File: src/rtl/mem_issue_queue.sv
// In-order memory issue queue: buffers decoded load/store ops, captures missing
// operands from the CDB and issues the head entry to the memory operator.
module mem_issue_queue #(
    parameter int DEPTH_LOG = 3,
    parameter int TAG_W     = 3
) (
    input  logic                 clk_in,
    input  logic                 rst_in,
    input  logic                 rdy_in,
    input  logic                 flush_pipline,
    input  logic                 enq_valid,
    output logic                 enq_ready,
    input  logic [TAG_W-1:0]     enq_ins_id,
    input  logic [6:0]           enq_opcode,
    input  logic [2:0]           enq_funct3,
    input  logic                 enq_rs1_rdy,
    input  logic [31:0]          enq_rs1_val,
    input  logic [TAG_W-1:0]     enq_rs1_tag,
    input  logic                 enq_rs2_rdy,
    input  logic [31:0]          enq_rs2_val,
    input  logic [TAG_W-1:0]     enq_rs2_tag,
    input  logic [31:0]          enq_imm,
    input  logic [31:0]          enq_pc,
    input  logic                 cdb_valid,
    input  logic [TAG_W-1:0]     cdb_tag,
    input  logic [31:0]          cdb_val,
    input  logic                 mem_busy,
    output logic                 have_ins,
    output logic [TAG_W-1:0]     ins_id,
    output logic [31:0]          rs1_val,
    output logic [31:0]          rs2_val,
    output logic [31:0]          imm_val,
    output logic [6:0]           opcode,
    output logic [2:0]           funct3,
    output logic [31:0]          request_PC,
    output logic [DEPTH_LOG:0]   occupancy
);

    localparam int DEPTH = 1 << DEPTH_LOG;
    localparam logic [DEPTH_LOG:0] DEPTH_CNT = (DEPTH_LOG + 1)'(DEPTH);

    logic               r_valid   [DEPTH];
    logic [TAG_W-1:0]   r_id      [DEPTH];
    logic [6:0]         r_opcode  [DEPTH];
    logic [2:0]         r_funct3  [DEPTH];
    logic               r_rs1_rdy [DEPTH];
    logic [31:0]        r_rs1_val [DEPTH];
    logic [TAG_W-1:0]   r_rs1_tag [DEPTH];
    logic               r_rs2_rdy [DEPTH];
    logic [31:0]        r_rs2_val [DEPTH];
    logic [TAG_W-1:0]   r_rs2_tag [DEPTH];
    logic [31:0]        r_imm     [DEPTH];
    logic [31:0]        r_pc      [DEPTH];

    logic [DEPTH_LOG-1:0] r_head;
    logic [DEPTH_LOG-1:0] r_tail;
    logic [DEPTH_LOG:0]   r_count;
    logic                 r_issue_q;

    logic [TAG_W-1:0] r_ins_id;
    logic [31:0]      r_rs1_out;
    logic [31:0]      r_rs2_out;
    logic [31:0]      r_imm_out;
    logic [6:0]       r_opcode_out;
    logic [2:0]       r_funct3_out;
    logic [31:0]      r_pc_out;

    logic        w_enq_fire;
    logic        w_issue;
    logic        w_enq_rs1_rdy;
    logic [31:0] w_enq_rs1_val;
    logic        w_enq_rs2_rdy;
    logic [31:0] w_enq_rs2_val;

    // Issue uses only registered readiness, so a CDB wakeup of the head takes
    // effect one cycle later; the previous-issue gap lets the operator raise mem_busy.
    always_comb begin
        enq_ready     = (r_count < DEPTH_CNT);
        w_enq_fire    = enq_valid && enq_ready;
        w_issue       = (r_count != '0) && r_rs1_rdy[r_head] && r_rs2_rdy[r_head]
                        && !mem_busy && !r_issue_q;
        w_enq_rs1_rdy = enq_rs1_rdy || (cdb_valid && (cdb_tag == enq_rs1_tag));
        w_enq_rs1_val = enq_rs1_rdy ? enq_rs1_val : cdb_val;
        w_enq_rs2_rdy = enq_rs2_rdy || (cdb_valid && (cdb_tag == enq_rs2_tag));
        w_enq_rs2_val = enq_rs2_rdy ? enq_rs2_val : cdb_val;
    end

    always_ff @(posedge clk_in) begin
        if (rst_in) begin
            r_head       <= '0;
            r_tail       <= '0;
            r_count      <= '0;
            r_issue_q    <= 1'b0;
            r_ins_id     <= '0;
            r_rs1_out    <= '0;
            r_rs2_out    <= '0;
            r_imm_out    <= '0;
            r_opcode_out <= '0;
            r_funct3_out <= '0;
            r_pc_out     <= '0;
            for (int i = 0; i < DEPTH; i++) begin
                r_valid[i] <= 1'b0;
            end
        end else if (flush_pipline) begin
            r_head    <= '0;
            r_tail    <= '0;
            r_count   <= '0;
            r_issue_q <= 1'b0;
            for (int i = 0; i < DEPTH; i++) begin
                r_valid[i] <= 1'b0;
            end
        end else if (rdy_in) begin
            r_issue_q <= w_issue;

            for (int i = 0; i < DEPTH; i++) begin
                if (r_valid[i] && cdb_valid) begin
                    if (!r_rs1_rdy[i] && (r_rs1_tag[i] == cdb_tag)) begin
                        r_rs1_rdy[i] <= 1'b1;
                        r_rs1_val[i] <= cdb_val;
                    end
                    if (!r_rs2_rdy[i] && (r_rs2_tag[i] == cdb_tag)) begin
                        r_rs2_rdy[i] <= 1'b1;
                        r_rs2_val[i] <= cdb_val;
                    end
                end
            end

            if (w_issue) begin
                r_ins_id        <= r_id[r_head];
                r_rs1_out       <= r_rs1_val[r_head];
                r_rs2_out       <= r_rs2_val[r_head];
                r_imm_out       <= r_imm[r_head];
                r_opcode_out    <= r_opcode[r_head];
                r_funct3_out    <= r_funct3[r_head];
                r_pc_out        <= r_pc[r_head];
                r_valid[r_head] <= 1'b0;
                r_head          <= r_head + 1'b1;
            end

            // The tail slot is never valid here, so this write cannot collide with a wakeup.
            if (w_enq_fire) begin
                r_valid[r_tail]   <= 1'b1;
                r_id[r_tail]      <= enq_ins_id;
                r_opcode[r_tail]  <= enq_opcode;
                r_funct3[r_tail]  <= enq_funct3;
                r_rs1_rdy[r_tail] <= w_enq_rs1_rdy;
                r_rs1_val[r_tail] <= w_enq_rs1_val;
                r_rs1_tag[r_tail] <= enq_rs1_tag;
                r_rs2_rdy[r_tail] <= w_enq_rs2_rdy;
                r_rs2_val[r_tail] <= w_enq_rs2_val;
                r_rs2_tag[r_tail] <= enq_rs2_tag;
                r_imm[r_tail]     <= enq_imm;
                r_pc[r_tail]      <= enq_pc;
                r_tail            <= r_tail + 1'b1;
            end

            unique case ({w_enq_fire, w_issue})
                2'b10:   r_count <= r_count + 1'b1;
                2'b01:   r_count <= r_count - 1'b1;
                default: r_count <= r_count;
            endcase
        end
    end

    always_comb begin
        have_ins   = r_issue_q & rdy_in;
        ins_id     = r_ins_id;
        rs1_val    = r_rs1_out;
        rs2_val    = r_rs2_out;
        imm_val    = r_imm_out;
        opcode     = r_opcode_out;
        funct3     = r_funct3_out;
        request_PC = r_pc_out;
        occupancy  = r_count;
    end

endmodule

File: config.mk
export PLATFORM = sky130hd
export DESIGN_NAME = mem_issue_queue
export DESIGN_NICKNAME = d
export VERILOG_FILES = /design/src/rtl/mem_issue_queue.sv
export SDC_FILE = /design/constraint.sdc
export NUM_CORES = 2
export LEC_CHECK = 0
export BUFFER_PORTS_ARGS = -buffer_cell sky130_fd_sc_hd__buf_4
export CAP_MARGIN = 20
export CORE_MARGIN = 8
export CORE_UTILIZATION = 39
export CTS_CLUSTER_DIAMETER = 80
export DETAILED_ROUTE_END_ITERATION = 6
export PLACE_DENSITY_LB_ADDON = 0.25
export SLEW_MARGIN = 10
export SYNTH_ARGS = -nofsm -noshare
export SYNTH_HDL_FRONTEND = slang
export SYNTH_SLANG_ARGS = --single-unit
File: constraint.sdc
create_clock -name clk_in -period 4.97 [get_ports clk_in]
set_input_delay 0.497 -clock clk_in [delete_from_list [all_inputs] [get_ports clk_in]]
set_output_delay 0.497 -clock clk_in [all_outputs]
set_load 0.01 [all_outputs]
### Word level (Yosys, flattened, before mapping)

Memories as Yosys holds them, arrays and structs flattened. A register that Yosys moved wholly into a read port is not among the register bits.
Index checks and enable logic that the tools add are counted.

| operators by class | value |
|---|---|
| muxes and demuxes | 132 |
| reductions and logical operators | 60 |
| magnitude comparators | 1 |
| $add $sub $neg | 4 |
| equality and inequality tests | 20 |
| bitwise logic cells | 10 |

Operators by type and width:

| cell | number |
|---|---|
| 1-bit 2-to-1 mux | 123 |
| 32-bit 2-to-1 mux | 2 |
| 3-bit equality test | 18 |
| 1-bit logical AND | 31 |
| 1-bit zero test | 18 |
| 3-bit 2-to-1 mux | 6 |
| 1-bit bitwise OR | 8 |
| 4-bit one-hot mux with 2 select lines | 1 |
| 3-bit by 1-bit adder with 3-bit output, second input constant | 2 |
| 2-bit AND reduction | 3 |
| 4-bit by 1-bit adder with 4-bit output, second input constant | 1 |
| 4-bit < comparator, second input constant | 1 |
| 4-bit nonzero test | 1 |
| 4-bit by 1-bit subtractor with 4-bit output, second input constant | 1 |
| 3-bit AND reduction | 1 |
| 2-bit by 1-bit equality test with 1-bit output, second input constant | 1 |
| 2-bit equality test, second input constant | 1 |
| 1-bit logical OR | 2 |
| 2-bit nonzero test | 1 |
| 1-bit OR reduction | 2 |
| 2-bit OR reduction | 1 |
| 1-bit bitwise AND | 1 |
| 1-bit NOT | 1 |

| word-level totals | value |
|---|---|
| input port bits | 191 |
| memories | 12 |
| logic and storage cells | 243 |
| memory bits (writable) | 1200 |
| bits in registers | 11 |
| output and inout port bits | 147 |

Memories:

| name | depth | bits a word | read ports | clocked after memory_dff | wr ports | line | RTL |
|---|---|---|---|---|---|---|---|
| r_imm | 8 | 32 | 1 | 1 | 1 | 52 | `logic [31:0] r_imm [DEPTH];` |
| r_pc | 8 | 32 | 1 | 1 | 1 | 53 | `logic [31:0] r_pc [DEPTH];` |
| r_rs1_val | 8 | 32 | 1 | 1 | 9 | 47 | `logic [31:0] r_rs1_val [DEPTH];` |
| r_rs2_val | 8 | 32 | 1 | 1 | 9 | 50 | `logic [31:0] r_rs2_val [DEPTH];` |
| r_opcode | 8 | 7 | 1 | 1 | 1 | 44 | `logic [6:0] r_opcode [DEPTH];` |
| r_funct3 | 8 | 3 | 1 | 1 | 1 | 45 | `logic [2:0] r_funct3 [DEPTH];` |
| 6 more memories | n/a | n/a | n/a | n/a | n/a | n/a |  |

### Longest topological paths before layout

| depth | value |
|---|---|
| depth after elaboration | 12 |
| depth in mapped cells | 11 |

### Worst setup path after synthesis

OpenSTA, ideal clock, no wires.

| timing | value |
|---|---|
| path kind | in2reg |
| start point | in rst_in |
| end point | mem r_rs2_val[6][22], data pin |
| arrival time | 4.007 ns |
| stages on the path | 7 |
| setup time | 0.389 ns |
| slack | 0.574 ns |
| cell sequence | clkbuf_1 nor3b_1 nand2_1 nor2_1 clkbuf_1 clkbuf_1 a21oi_1 |

RTL lines:

| what | line | RTL |
|---|---|---|
| start, declared | 8 | `input logic rst_in,` |
| end, declared | 50 |  |

### Final worst setup path

| timing | value |
|---|---|
| start point | in rdy_in |
| end point | mem r_pc[2][23] (enable) |

| between the ends | value |
|---|---|
| word-level cells in the longest chain between the ends | 4 |

RTL lines:

| what | line | RTL |
|---|---|---|
| start, declared | 9 | `input logic rdy_in,` |
| 1-bit 2-to-1 mux | 112 | `end else if (rdy_in) begin` |
| 1-bit 2-to-1 mux | 104 | `end else if (flush_pipline) begin` |
| 1-bit 2-to-1 mux | 89 | `if (rst_in) begin` |
| 1-bit 2-to-1 mux (not written as such) | 153 | `r_pc[r_tail] <= enq_pc;` |
| end, declared | 53 |  |

Every way passes these cells.

==> out/summary.json <==
{
  "ys_seq_elements": {"value": 1355},
  "min_delay_path_depth": {"value": 2},
  "power.clock.fraction": {"value": 45.2, "unit": "%"},
  "critical_path_buf_inv_count": {"value": 4},
  "synth.net_count": {"value": 3751},
  "start_util": {"value": 39.2, "unit": "%"},
  "first_global_vias": {"value": 33409},
  "power.density_cell_area": {"value": 366, "unit": "nW/um^2"},
  "cts_htree_levels": {"value": 4},
  "cellLeakagePower": {"value": 21.3, "unit": "nW"},
  "synth_async_sr_flop_share": {"value": 0, "unit": "%"},
  "setup-violations-final": {"value": 0},
  "synthesized_cell_area": {"value": 56300, "unit": "um^2"},
  "synthDominantAreaCellType": {"value": "edfxtp_1"},
  "r2r_cells": {"value": 5},
  "min_period_over_period": {"value": 63.2, "unit": "%"},
  "route.detailed.wl_per_inst": {"value": 26.0, "unit": "um"},
  "fin_tns_setup": {"value": 0, "unit": "ns"},
  "cp_class": {"value": "in2reg"},
  "post-route-cell-area": {"value": 66500, "unit": "um^2"},
  "hold_path.class": {"value": "in2reg"},
  "synth.most_common_cell": {"value": "edfxtp_1"},
  "worst_path_dominant_cell_family": {"value": "buffers and inverters"},
  "grt_max_degree": {"value": 159},
  "detailedPlacementHpwl": {"value": 92400, "unit": "um"},
  "crit_path_cell_chain": {"value": "dlygate4sd3_1 -> buf_4 -> and3b_1 -> nand2b_1 -> nor3_2 -> buf_12 -> buf_4"},
  "synth-edff-count": {"value": 1176},
  "core_area": {"value": 143000, "unit": "um^2"},
  "crit_fanout": {"value": 158},
  "synthCells": {"value": 3554},
  "share_of_post_route_cells_with_drive_strength_above_1": {"value": 24.0, "unit": "%"},
  "drv_slew": {"value": 0},
  "ys_top_cells_by_count": {"value": "edfxtp_1 (1176), a21oi_1 (657), mux4_2 (284)"},
  "syn_avg_cell_area": {"value": 15.8, "unit": "um^2"},
  "antenna_found_initial": {"value": 10},
  "grt_usage": {"value": 19.2, "unit": "%"},
  "tritoncts.num_buffers": {"value": 146},
  "worst_pin_slew": {"value": 1.14, "unit": "ns"},
  "fmax": {"value": 318, "unit": "MHz"},
  "area.growth.synth_to_final": {"value": 18.1, "unit": "%"},
  "worst_r2r_startpoint": {"value": "occupancy[3]"},
  "clock-root-buffer": {"value": "clkbuf_16"},
  "reg2reg_to": {"value": "r_pc[2][23]"},
  "synth_seq_area_share": {"value": 69.1, "unit": "%"},
  "irDropWorstVdd": {"value": 332, "unit": "uV"},
  "tritoncts_num_sinks": {"value": 1355},
  "fillers": {"value": 12491},
  "fin_nets": {"value": 4099},
  "die_footprint": {"value": 157000, "unit": "um^2"},
  "share_of_the_synthesized_area_in_the_top_cell_type": {"value": 62.8, "unit": "%"},
  "num_rows": {"value": 139},
  "wl_met1": {"value": 65500, "unit": "um"},
  "die_w": {"value": 396, "unit": "um"},
  "rsz_0062_raised_after_global_routing": {"value": "no"},
  "wl_met2": {"value": 74500, "unit": "um"},
  "global_route.overflow_total": {"value": 0},
  "drcViolationCount": {"value": 0},
  "io_buffer_count": {"value": 337},
  "die_height": {"value": 396, "unit": "um"},
  "post_drt_via_cell_ratio": {"value": 5.58},
  "gp_routability_congestion": {"value": 0.764},
  "yosysUniqueCellTypes": {"value": 46},
  "drt_first_pass_iters": {"value": 6},
  "dpl.cell_count": {"value": 5572},
  "worst_slew_margin_rel": {"value": 21.9, "unit": "%"},
  "antenna_violating_nets_post_route": {"value": 0},
  "yosysWarningCount": {"value": 0},
  "post_synth_main_area_contributors": {"value": "edfxtp_1 (63%), mux4_2 (11%), dfxtp_1 (6.4%)"},
  "share_seq_of_total_power": {"value": 51.1, "unit": "%"},
  "final.hold.worst_slack": {"value": 0.108, "unit": "ns"},
  "synth_top_flop_cell": {"value": "edfxtp_1"},
  "ff_to_ff_setup_slack": {"value": 1.90, "unit": "ns"},
  "route.met3.wl": {"value": 9920, "unit": "um"},
  "worst_setup_hold_path_clk_slew": {"value": 0.06, "unit": "ns"},
  "slowest_delay": {"value": 0.74, "unit": "ns"},
  "net-switching-power": {"value": 5.12, "unit": "mW"},
  "final_period_minus_worst_setup_slack": {"value": 3.14, "unit": "ns"},
  "drv_cap": {"value": 0},
  "drt-initial-drc-count": {"value": 2795},
  "cts.path.max_buffers": {"value": 3},
  "origin_of_the_worst_min_delay_path": {"value": "rst_in"},
  "crit_path_end_kind": {"value": "flop"},
  "top_layer_used": {"value": "met5"},
  "insertion_delay": {"value": 0.79, "unit": "ns"},
  "cts_tree": {"value": "yes"},
  "finalNonFillerCells": {"value": 5933},
  "startpoint_type": {"value": "primary input"},
  "switching_share": {"value": 21.0, "unit": "%"},
  "run_status": {"value": "finished clean"},
  "wirelength": {"value": 154000, "unit": "um"},
  "timing.final.hold_violations": {"value": 0},
  "dpl_cell_area": {"value": 60800, "unit": "um^2"},
  "vias": {"value": 33078},
  "holdPathEnd": {"value": "request_PC[8]"},
  "internal-power": {"value": 19.2, "unit": "mW"},
  "arrival": {"value": 3.55, "unit": "ns"},
  "design.portCount": {"value": 338},
  "slowest_stage": {"value": "buf_12"},
  "post_cts.resized_instances": {"value": 0},
  "required": {"value": 5.38, "unit": "ns"},
  "first_pass_grt_wire_length": {"value": 226000, "unit": "um"},
  "worst_path_most_repeated_cell": {"value": "buf_4"},
  "share_comb_of_total_power": {"value": 3.7, "unit": "%"},
  "clock_skew": {"value": 0.0311, "unit": "ns"}
}
-- final cells by class --
cell class | count | area, um^2 | area share (%)
clock buffer | 190 | 3950 | 5.94
sequential | 1355 | 38900 | 58.5
antenna | 6 | 15.0 | 0.0226
timing repair buffer | 498 | 4180 | 6.29
tap | 1903 | 2380 | 3.58
inverter | 8 | 35.0 | 0.0527
clock inverter | 80 | 890 | 1.34
multi-input combinational | 1893 | 16100 | 24.2
-- logic make-up after synthesis --
logic type / after synthesis / synth area share, %
DFF: 1355 / 69.1
AOI/OAI and AO/OA: 847 / 8.45
muxes: 493 / 15.1
and+or+nand+nor: 488 / 3.84
buffers and inverters: 306 / 2.43
xor gates and xnor gates: 59 / 0.918
adders and majority gates: 6 / 0.147
-- stage by stage --
step	worst slack, ns	utilization (%)	power (mW)
2_1_floorplan	0.574	-	13.1
3_3_place_gp	1.54	42.3	13.5
3_5_place_dp	1.53	42.3	13.5
4_1_cts	1.89	46.3	24.6
5_1_grt	1.74	46.3	25.0
6_report	1.83	46.3	24.3
-- repair_timing --
item	in CTS	in global routing
setup buffers	0	0
endpoints found under the hold margin	660	0
hold buffers	84	0
endpoints found under the setup margin	0	0
-- power groups by stage --
stage / logic, mW / clock network [mW] / registers [mW]
6_report: 0.908 / 11.0 / 12.4
5_1_grt: 0.994 / 11.6 / 12.4
3_5_place_dp: 0.846 / 0 / 12.7
3_3_place_gp: 0.832 / 0 / 12.7
2_1_floorplan: 0.451 / 0 / 12.7
4_1_cts: 0.911 / 11.2 / 12.4
-- layer usage --
layer  GRT usage (%)  vias up
met2            31.2     1133
met4            6.27        6
met1            25.8    17011
met3            3.90      228
li1                -    14700
met5               0        -
-- placed cells by master (no fill, tap or decap), drive strengths merged, types with 2 or more instances in the layout --
cell         instances
edfxtp            1176
a21oi              667
buf                414
mux4               284
nor2               278
mux2i              209
clkbuf             190
dfxtp              179
nand3              145
a21o               142
dlygate4sd3         84
clkinv              54
xor2                49
a31o                17
bufinv              16
nand2               15
inv                 13
nor4                12
xnor2               10
a2bb2oi             10
diode                6
or3                  6
nor3                 6
or4                  5
ha                   5
clkinvlp             5
o21ai                5
nand2b               4
nand4b               2
nor3b                2
and3                 2
nand3b               2
a41oi                2
-- worst reg2reg max path: stages, from the launching register on --
cell and delay, ns:
dfxtp_1 0.34, and3b_1 0.39, nand2b_1 0.24, nor3_2 0.39, buf_12 0.74, buf_4 0.60
-- worst max-delay path by stage --
stage,from,endpoint,cells after the start
2_1_floorplan,rst_in,r_rs2_val[6][22],7
3_3_place_gp,rst_in,r_pc[4][10],5
3_5_place_dp,rst_in,r_pc[4][10],5
4_1_cts,occupancy[3],r_pc[2][23],5
5_1_grt,rdy_in,r_pc[2][23],7
6_report,rdy_in,r_pc[2][23],7
-- registers in the layout, summed over array words and instances (netlist names), 24 cells and up, named ones only --
name	flops
r_imm	256
r_pc	256
r_rs1_val	256
r_rs2_val	256
r_opcode	56
imm_val	32
request_PC	32
rs1_val	32
rs2_val	32
r_funct3	24
r_id	24
r_rs1_tag	24
r_rs2_tag	24
No activity file was read; power rests on OpenSTA's default activity.
